File: config.mk
export PLATFORM = sky130hd
export DESIGN_NAME = tcb_arb_flat
export DESIGN_NICKNAME = d
export VERILOG_FILES = /design/src/rtl/tcb_arb_if.sv /design/src/rtl/tcb_arb.sv /design/src/flat_wrapper.sv
export SDC_FILE = /design/constraint.sdc
export NUM_CORES = 1
export LEC_CHECK = 0
export CORE_AREA = 2 2 121 123
export CTS_CLUSTER_SIZE = 8
export DETAILED_ROUTE_END_ITERATION = 10
export DIE_AREA = 0 0 123 125
export MAX_ROUTING_LAYER = met4
export PLACE_DENSITY = 0.57
export SLEW_MARGIN = 20
export SYNTH_ARGS = -nofsm -noshare
export SYNTH_HDL_FRONTEND = slang
export SYNTH_SLANG_ARGS = --single-unit
File: constraint.sdc
create_clock -name clk -period 1.8 [get_ports clk]
set_input_delay 0.27 -clock clk [delete_from_list [all_inputs] [get_ports clk]]
set_output_delay 0.27 -clock clk [all_outputs]
set_load 0.005 [all_outputs]
File: src/rtl/tcb_arb_if.sv
// tcb_arb_if
// Single TCB link (request channel plus read-data return) used on every port
// of the arbiter.
//   master modport : drives vld/wen/adr/ben/wdt, receives rdt/rdy
//   slave modport  : receives vld/wen/adr/ben/wdt, drives rdt/rdy
// Parameters: AW address width, DW data width (BW = DW/8 byte enables).
interface tcb_arb_if #(
  parameter int AW = 32,
  parameter int DW = 32
);
  localparam int BW = DW / 8;

  logic          vld;
  logic          wen;
  logic [AW-1:0] adr;
  logic [BW-1:0] ben;
  logic [DW-1:0] wdt;
  logic [DW-1:0] rdt;
  logic          rdy;

  modport master (
    output vld, wen, adr, ben, wdt,
    input  rdt, rdy
  );

  modport slave (
    input  vld, wen, adr, ben, wdt,
    output rdt, rdy
  );
endinterface

File: src/rtl/tcb_arb.sv
// tcb_arb
// Merges the instruction-fetch link (sub0) and the load/store link (sub1)
// onto one subordinate link (man). One request is granted per cycle; the
// grant id travels down a DLY-deep pipeline so each read response is routed
// back to the port that issued it.
// Ports:
//   clk   clock
//   rst   synchronous active-high reset
//   sub0  slave link from the fetch manager
//   sub1  slave link from the load/store manager
//   man   master link to the shared subordinate
// Parameters: AW, DW, DLY (subordinate response delay, 0..4).
// Build option: define TCB_ARB_ROUND_ROBIN_EN for alternating priority under
// contention; otherwise port 1 (load/store) always wins.
module tcb_arb #(
  parameter int AW  = 32,
  parameter int DW  = 32,
  parameter int DLY = 1
) (
  input  logic       clk,
  input  logic       rst,
  tcb_arb_if.slave   sub0,
  tcb_arb_if.slave   sub1,
  tcb_arb_if.master  man
);

  logic gnt;
  logic xfr;
  logic rsp_vld;
  logic rsp_id;

`ifdef TCB_ARB_ROUND_ROBIN_EN
  // pri points at the port that wins the next contended cycle; it only
  // moves on an actual transfer so a stalled subordinate keeps the order.
  logic pri;

  always_ff @(posedge clk) begin
    if (rst) begin
      pri <= 1'b0;
    end else if (xfr) begin
      pri <= ~gnt;
    end
  end

  always_comb begin
    gnt = sub1.vld;
    if (sub0.vld && sub1.vld) begin
      gnt = pri;
    end
  end
`else
  always_comb begin
    gnt = sub1.vld;
  end
`endif

  // Request stage (combinational)
  assign man.vld = sub0.vld | sub1.vld;
  assign xfr     = man.vld & man.rdy;

  always_comb begin
    man.wen = sub0.wen;
    man.adr = sub0.adr;
    man.ben = sub0.ben;
    man.wdt = sub0.wdt;
    if (gnt) begin
      man.wen = sub1.wen;
      man.adr = sub1.adr;
      man.ben = sub1.ben;
      man.wdt = sub1.wdt;
    end
  end

  assign sub0.rdy = man.rdy & ~gnt & sub0.vld;
  assign sub1.rdy = man.rdy &  gnt & sub1.vld;

  // Response pipeline: vld_p is control (reset), id_p is data (not reset)
  generate
    if (DLY == 0) begin : g_nodly
      assign rsp_vld = xfr;
      assign rsp_id  = gnt;
    end else begin : g_dly
      logic [DLY-1:0] vld_p;
      logic [DLY-1:0] id_p;

      always_ff @(posedge clk) begin
        if (rst) begin
          vld_p <= '0;
        end else begin
          vld_p[0] <= xfr;
          for (int i = 1; i < DLY; i++) begin
            vld_p[i] <= vld_p[i-1];
          end
        end
      end

      always_ff @(posedge clk) begin
        id_p[0] <= gnt;
        for (int i = 1; i < DLY; i++) begin
          id_p[i] <= id_p[i-1];
        end
      end

      assign rsp_vld = vld_p[DLY-1];
      assign rsp_id  = id_p[DLY-1];
    end
  endgenerate

  // Response routing stage
  assign sub0.rdt = (rsp_vld && !rsp_id) ? man.rdt : '0;
  assign sub1.rdt = (rsp_vld &&  rsp_id) ? man.rdt : '0;

endmodule

File: src/flat_wrapper.sv
// flat-port wrapper written by rule: the top's interface ports become plain ports
module tcb_arb_flat 
#(
  parameter int AW  = 32,
  parameter int DW  = 32,
  parameter int DLY = 1
)
  (clk, rst, sub0_vld, sub0_wen, sub0_adr, sub0_ben, sub0_wdt, sub0_rdt, sub0_rdy, sub1_vld, sub1_wen, sub1_adr, sub1_ben, sub1_wdt, sub1_rdt, sub1_rdy, man_vld, man_wen, man_adr, man_ben, man_wdt, man_rdt, man_rdy);
  tcb_arb_if #(.AW(AW), .DW(DW)) sub0_i ();
  tcb_arb_if #(.AW(AW), .DW(DW)) sub1_i ();
  tcb_arb_if #(.AW(AW), .DW(DW)) man_i ();
  input  logic clk;
  input  logic rst;
  input wire logic [$bits(sub0_i.vld)-1:0] sub0_vld;
  input wire logic [$bits(sub0_i.wen)-1:0] sub0_wen;
  input wire logic [$bits(sub0_i.adr)-1:0] sub0_adr;
  input wire logic [$bits(sub0_i.ben)-1:0] sub0_ben;
  input wire logic [$bits(sub0_i.wdt)-1:0] sub0_wdt;
  output wire logic [$bits(sub0_i.rdt)-1:0] sub0_rdt;
  output wire logic [$bits(sub0_i.rdy)-1:0] sub0_rdy;
  input wire logic [$bits(sub1_i.vld)-1:0] sub1_vld;
  input wire logic [$bits(sub1_i.wen)-1:0] sub1_wen;
  input wire logic [$bits(sub1_i.adr)-1:0] sub1_adr;
  input wire logic [$bits(sub1_i.ben)-1:0] sub1_ben;
  input wire logic [$bits(sub1_i.wdt)-1:0] sub1_wdt;
  output wire logic [$bits(sub1_i.rdt)-1:0] sub1_rdt;
  output wire logic [$bits(sub1_i.rdy)-1:0] sub1_rdy;
  output wire logic [$bits(man_i.vld)-1:0] man_vld;
  output wire logic [$bits(man_i.wen)-1:0] man_wen;
  output wire logic [$bits(man_i.adr)-1:0] man_adr;
  output wire logic [$bits(man_i.ben)-1:0] man_ben;
  output wire logic [$bits(man_i.wdt)-1:0] man_wdt;
  input wire logic [$bits(man_i.rdt)-1:0] man_rdt;
  input wire logic [$bits(man_i.rdy)-1:0] man_rdy;
  assign sub0_i.vld = sub0_vld;
  assign sub0_i.wen = sub0_wen;
  assign sub0_i.adr = sub0_adr;
  assign sub0_i.ben = sub0_ben;
  assign sub0_i.wdt = sub0_wdt;
  assign sub0_rdt = sub0_i.rdt;
  assign sub0_rdy = sub0_i.rdy;
  assign sub1_i.vld = sub1_vld;
  assign sub1_i.wen = sub1_wen;
  assign sub1_i.adr = sub1_adr;
  assign sub1_i.ben = sub1_ben;
  assign sub1_i.wdt = sub1_wdt;
  assign sub1_rdt = sub1_i.rdt;
  assign sub1_rdy = sub1_i.rdy;
  assign man_vld = man_i.vld;
  assign man_wen = man_i.wen;
  assign man_adr = man_i.adr;
  assign man_ben = man_i.ben;
  assign man_wdt = man_i.wdt;
  assign man_i.rdt = man_rdt;
  assign man_i.rdy = man_rdy;
  tcb_arb #(.AW(AW), .DW(DW), .DLY(DLY)) u_core (.clk(clk), .rst(rst), .sub0(sub0_i), .sub1(sub1_i), .man(man_i));
endmodule
== Word-level counts from Yosys, hierarchy flattened ==
Index checks and enable logic that the tools add are counted.
Storage, ports and cells
  register bits: 2
  bits of input ports: 175
  logic and storage cells: 18
Cells by class
  reduce and logical (&&, ||, !) cells: 3
  muxes and demuxes: 6
  bitwise gates (word level): 7
Operator list (number)
  two-way mux 32 bit: 4
  bitwise AND 1 bit: 5
  two-way mux 4 bit: 1
  logical AND 1 bit: 2
  zero test 1 bit: 1
  two-way mux 1 bit: 1
  NOT 1 bit: 1
  bitwise OR 1 bit: 1

== Depth between registers and ports, before layout ==
Gate-level depths: netlist (run 1).
  depth in word-level cells: 3
  gate-level depth with buffers: 4

== Least setup slack after synthesis (run 1) ==
Ideal clock, no wire load.
  path type: input port to output port
  start point: input sub1_vld
  end point: output man_wdt[23]
  slack: 0.637 ns
  data arrival time: 0.893 ns
  required time: 1.530 ns
  cell stages on the path: 3
  cells stage by stage: buf_6 buf_8 mux2_4
Between the ends
  cells in the longest elaborated chain, start to end: 1
RTL lines
  start: declaration: RTL line flat_wrapper.sv:21  | input wire logic [$bits(sub1_i.vld)-1:0] sub1_vld;
  two-way mux 32 bit: RTL line tcb_arb.sv:66  | if (gnt) begin
  end: declaration: RTL line flat_wrapper.sv:32  | output wire logic [$bits(man_i.wdt)-1:0] man_wdt;
No other way between the ends.

== Final worst setup path (run 1) ==
  start point: input sub0_wdt[29]
  end point: output man_wdt[29]
Between the ends
  cells in the longest elaborated chain, start to end: 1
RTL lines
  start: declaration: RTL line flat_wrapper.sv:18  | input wire logic [$bits(sub0_i.wdt)-1:0] sub0_wdt;
  two-way mux 32 bit: RTL line tcb_arb.sv:66
No other way between the ends.

==> flow_summary_export.csv, run 1 <==
group,metric,value,unit
timing,slew_headroom,0.894,
power_and_ir_drop,powerDensity,290,nW/um^2
power_and_ir_drop,sequentialPowerShare,0.034,
floorplan,die_w,123,um
detailed_routing,detail_route.wl_per_cell,15.4,um
floorplan,ioPinCount,311,
power_and_ir_drop,p_leak,2.30,nW
global_routing,grt_pass1_vias,2554,
detailed_routing,wl_met3,843,um
detailed_routing,drt_iter0_markers,39,
timing,rsz0062_at_grt,"no",
floorplan,die-area,15400,um^2
job,drv_cap,0,
clock_network,clockRootBuffer,"clkbuf_16",
setup_path,cpPeakStageDelay,0.47,ns
synthesis,synth_enable_flop_cells,0,
clock_network,cts_tree,"done",
timing,worst_pin_slew,0.159,ns
synthesis,synth_common_cells,"mux2_4, and3_1, nand2_1, nor2_1, buf_2",
final_layout,drive_above_1_share,0.178,
final_layout,utilization,0.364,
setup_path,path_cells,"clkdlybuf4s50_1 -> mux2_4 -> clkdlybuf4s50_1",
global_routing,overflow,0,
global_routing,grt_pass1_wl,14.2,mm
hold_path,hold_path.class,"primary input to register",
timing,fmax,0.566,GHz
clock_network,holdBufCountCts,0,
clock_network,cts.htree.levels,1,
timing,setup_violations,0,
power_and_ir_drop,intPower,0.00115,W
clock_network,numCtsBuffers,3,
synthesis,synthAdderAreaFrac,0,
synthesis,async_flop_share,0,
detailed_routing,avgViaCountPerCell,3.82,
placement,dp_hpwl,8.65,mm
clock_network,cts.clk_slew.worst_paths,0.03,ns
floorplan,start_util,0.123,
timing,tns,0,ns
outcome,outcome,"completed",
floorplan,core_area,14200,um^2
floorplan,die_y,125,um
synthesis,yosysMostFrequentCell,"mux2_4",
synthesis,synth-simple-area-share,0.269,
detailed_routing,drt-total-wl,10.5,mm
clock_network,clk_path_buf_depth,2,
detailed_routing,met2_wirelength,5.26,mm
synthesis,postSynthCellCount,192,
synthesis,synth_area_per_cell,9.13,um^2
synthesis,synth.distinct_cells,14,
clock_network,post-cts-setup-buffers,0,
final_layout,area_growth,195,%
setup_path,critPathCaptureType,"output pin",
detailed_routing,drt-pass1-iter-count,4,
timing,final.min_clock_period,1.77,ns
synthesis,synth_warnings,0,
setup_path,required,1.53,ns
synthesis,synth_xor_area_frac,0,
setup_path,start_kind,"primary input",
power_and_ir_drop,swShare,0.234,
global_routing,antenna_found_initial,0,
setup_path,cp_common_cell,"clkdlybuf4s50_1",
power_and_ir_drop,peakVddDrop,0.000192,V
synthesis,synth_seq_cells,2,
detailed_routing,met1_length,4.27,mm
detailed_routing,dr_total_vias,2594,
timing,period_share,0.981,
synthesis,synth_fp_nets,367,
clock_network,numClockSinks,2,
detailed_routing,highest_layer,"met4",
synthesis,synth_flop_cell,"dfxtp_1",
setup_path,cp_max_fo,1,
detailed_routing,ant_nets,0,
floorplan,row_count,44,
timing,maxSlewViolCount,0,
synthesis,yosys-top-cells-area,"mux2_4, and3_1, buf_12, nand2_1, nor2_1",
detailed_routing,drcViolationCount,0,
synthesis,syn-cell-area,1750,um^2
final_layout,diodes,0,
synthesis,synth-compound-area-share,0,
final_layout,fin_nets,672,
timing,hold_viol,0,
synthesis,yosys-mux-area-fraction,0.589,
placement,gp_routability_congestion,0.793,
synthesis,synth_top_family_by_area,"multiplexers",
setup_path,crit_slowest_cell,"clkdlybuf4s50_1",
placement,io_buffer_count,310,
synthesis,yosys.area.top_type,"mux2_4",
global_routing,track_usage,0.122,
synthesis,yosysSeqAreaShare,0.0228,
synthesis,yosysTopAreaCellShare,0.582,
global_routing,grt_max_degree,65,
setup_path,worstPathArrival,1.50,ns
power_and_ir_drop,power_frac_comb,0.747,
setup_path,path_class,"primary input to output pin",
power_and_ir_drop,clockPowerShare,0.219,
power_and_ir_drop,switching_power,0.000351,W
## placed cells by master, fill, tap and decap left out, types with 2 or more instances in the layout
cell | netlist | routed
clkdlybuf4s50_1 | 0 | 304
mux2_4 | 68 | 68
nand2_1 | 31 | 31
nor2_1 | 31 | 31
and3_1 | 32 | 31
clkbuf_16 | 0 | 5
dlymetal6s2s_1 | 0 | 5
buf_4 | 0 | 5
buf_12 | 6 | 4
and3b_1 | 3 | 3
dfxtp_4 | 0 | 2
## kinds of logic after synthesis
family | count (synthesis)
buffers and inverters | 22
DFF | 2
muxes | 69
and+or+nand+nor | 99
## routing by layer
metal | vias up | track usage
met5 | - | -
met4 | 0 | 0.0187
met3 | 6 | 0.0237
met2 | 160 | 0.221
met1 | 1163 | 0.139
li1 | 1265 | -
## area by class of cell
class / count / area [um^2]
Clock buffer: 3 / 75.1
Timing Repair Buffer: 322 / 3310
Tap cell: 184 / 230
Fill cell: 1418 / 9030
Sequential cell: 2 / 47.5
Multi-Input combinational cell: 168 / 1510
## per-stage QoR
stage / hold WS [ns] / instances / power (W) / setup WS, ns / cell area, um^2
finish: 0.433 / 679 / 0.00150 / 0.0346 / 5170
global route: 0.445 / 679 / 0.00158 / 0.00310 / 5170
CTS: 0.488 / 677 / 0.00150 / 0.000908 / 5100
detailed placement: 0.713 / 673 / 0.00115 / 0.0216 / 4990
global placement: 0.709 / 673 / 0.00115 / 0.0355 / 4990
floorplan: 0.298 / 192 / 0.000419 / 0.637 / 1750
## worst paths after layout
kind | startpoint | cells past startpoint | to | slack (ns)
worst max-delay path | sub0_wdt[29] | 3 | man_wdt[29] | 0.03
worst min-delay path | sub1_vld | 2 | u_core.g_dly.id_p | 0.43
## sequential cells by signal, indices dropped and copies added, names as in the netlist
name                flops
u_core.g_dly.vld_p      1
u_core.g_dly.id_p       1
## what timing repair did
action                     4_1_cts  5_1_grt
pin swaps                        1        0
setup endpoints to repair        3       34
cloned                           1        2
resized for setup                4        8
## critical path, delay by kind of cell
family | cells | cell delay, ns
buffers and inverters | 2 | 0.94
multiplexers | 1 | 0.29
## power by group through the flow
stage | clock network (W) | logic (W) | registers (W)
final | 0.000329 | 0.00112 | 0.0000512
after global routing | 0.000338 | 0.00119 | 0.0000517
after CTS | 0.000335 | 0.00112 | 0.0000505
after detailed placement | 0 | 0.00110 | 0.0000495
after global placement | 0 | 0.00110 | 0.0000495
after floorplan | 0 | 0.000371 | 0.0000479
Note: power is estimated with default switching activity, not from simulation.
==> run 2, diff against run 1 <==
--- a/config.mk
+++ b/config.mk
@@ -10,7 +10,7 @@
 export DETAILED_ROUTE_END_ITERATION = 10
 export DIE_AREA = 0 0 123 125
 export MAX_ROUTING_LAYER = met4
-export PLACE_DENSITY = 0.57
+export PLACE_DENSITY = 0.64
 export SLEW_MARGIN = 20
 export SYNTH_ARGS = -nofsm -noshare
 export SYNTH_HDL_FRONTEND = slang
==> run 2 against run 1 <==
Net effect:
- die area stayed put
- critical path type unchanged
- worst setup slack worse by 0.0021 ns
- combinational power hardly changed
- critical path depth is 1 higher
- via count hardly changed
- routed wire length is 2.4% lower
- maximum frequency is 0.12% lower
- sequential cell count stayed put
==> flow_summary_export.csv, run 2 (synthesized netlist as in run 1, its figures left out) <==
group,metric,value,unit
clock_network,cts.clk_slew.worst_paths,0.03,ns
timing,worst_pin_slew,0.197,ns
clock_network,clk_path_buf_depth,2,
global_routing,grt_pass1_wl,13.6,mm
final_layout,final_common_cell,"clkdlybuf4s50_1",
timing,setup_slack,0.0325,ns
detailed_routing,detail_route.wl_per_cell,15.1,um
power_and_ir_drop,clockPowerShare,0.219,
power_and_ir_drop,intPower,0.00115,W
global_routing,grt_max_degree,65,
timing,whs,0.473,ns
setup_path,cp_max_fo,3,
final_layout,drive_above_1_share,0.176,
timing,setup_violations,0,
global_routing,antenna_found_initial,0,
global_routing,grt_pass1_vias,2505,
floorplan,die-area,15400,um^2
final_layout,layout_common_cells,"clkdlybuf4s50_1, mux2_4, and3_1",
detailed_routing,drcViolationCount,0,
placement,io_buffer_count,310,
power_and_ir_drop,swShare,0.235,
clock_network,numCtsBuffers,3,
floorplan,start_util,0.123,
floorplan,core_area,14200,um^2
timing,period_share,0.982,
detailed_routing,drt-pass1-iter-count,5,
power_and_ir_drop,peakVddDrop,0.000204,V
power_and_ir_drop,power_frac_comb,0.746,
timing,hold_viol,0,
detailed_routing,dr_total_vias,2592,
setup_path,start_kind,"primary input",
final_layout,diodes,0,
final_layout,filler_cell_count,1396,
detailed_routing,avgViaCountPerCell,3.82,
final_layout,area_growth,194,%
power_and_ir_drop,sequentialPowerShare,0.035,
clock_network,cts_tree,"done",
timing,fmax,0.566,GHz
final_layout,largestRegisters,"u_core.g_dly.id_p (1), u_core.g_dly.vld_p (1)",
timing,final.min_clock_period,1.77,ns
detailed_routing,ant_nets,0,
power_and_ir_drop,powerDensity,291,nW/um^2
setup_path,worstPathArrival,1.50,ns
floorplan,die_w,123,um
power_and_ir_drop,switching_power,0.000353,W
timing,maxSlewViolCount,0,
global_routing,track_usage,0.118,
floorplan,ioPinCount,311,
job,drv_cap,0,
power_and_ir_drop,total_power,0.00150,W
floorplan,row_count,44,
placement,place_ws,0.0420,ns
setup_path,required,1.53,ns
detailed_routing,drt-total-wl,10.2,mm
clock_network,numClockSinks,2,
detailed_routing,drt_iter0_markers,47,
power_and_ir_drop,p_leak,2.21,nW
outcome,outcome,"completed",
placement,gp_routability_congestion,0.835,
clock_network,cts.htree.levels,1,
floorplan,die_y,125,um
timing,rsz0062_at_grt,"no",
clock_network,clockRootBuffer,"clkbuf_16",
global_routing,overflow,0,
clock_network,holdBufCountCts,0,
hold_path,hold_path.class,"primary input to register",
timing,slew_headroom,0.869,
setup_path,path_class,"primary input to output pin",
timing,tns,0,ns
placement,dp_hpwl,8.49,mm
final_layout,fin_nets,671,
setup_path,critPathCaptureType,"output pin",
-- run 2: critical path: stages --
cell             delay [ns]
clkdlybuf4s50_1        0.50
nand2_1                0.08
nor2_2                 0.12
clkdlybuf4s50_1        0.53
-- run 2: path summary, 6_finish.rpt --
path	from	end	slack [ns]	cells after the start
setup / recovery	man_rdy	sub0_rdy	0.03	4
hold / removal	sub1_vld	u_core.g_dly.id_p	0.47	2
-- run 2: through the flow --
step / cells / area (um^2) / utilization
2_1_floorplan: 192 / 1750 / -
3_3_place_gp: 671 / 4990 / 0.351
3_5_place_dp: 671 / 4990 / 0.351
4_1_cts: 674 / 5060 / 0.357
5_1_grt: 678 / 5160 / 0.363
6_report: 678 / 5160 / 0.363
-- run 2: final cells by class --
cell class                      instances  area, um^2  area share
Clock buffer                            3        75.1      0.0146
Multi-Input combinational cell        168        1510       0.292
Sequential cell                         2        45.0     0.00873
Tap cell                              184         230      0.0446
Timing Repair Buffer                  321        3300       0.640
-- run 2: timing repair --
item	CTS	global route
endpoints found under the setup margin	0	62
setup buffers	0	0
resized for setup	0	4
endpoints found under the hold margin	0	0
-- run 2: metal layers --
layer,up-vias,track usage,share of wire
met3,6,0.0338,0.097
li1,1265,-,-
met5,-,-,0
met4,0,0.0174,0.0057
met2,168,0.210,0.51
met1,1153,0.132,0.39
-- run 2: power groups by stage --
stage	Clock [W]	Combinational (W)	Sequential, W
2_1_floorplan	0	0.000371	0.0000479
4_1_cts	0.000337	0.00111	0.0000489
3_5_place_dp	0	0.00110	0.0000495
3_3_place_gp	0	0.00109	0.0000495
5_1_grt	0.000342	0.00119	0.0000530
6_report	0.000330	0.00112	0.0000523
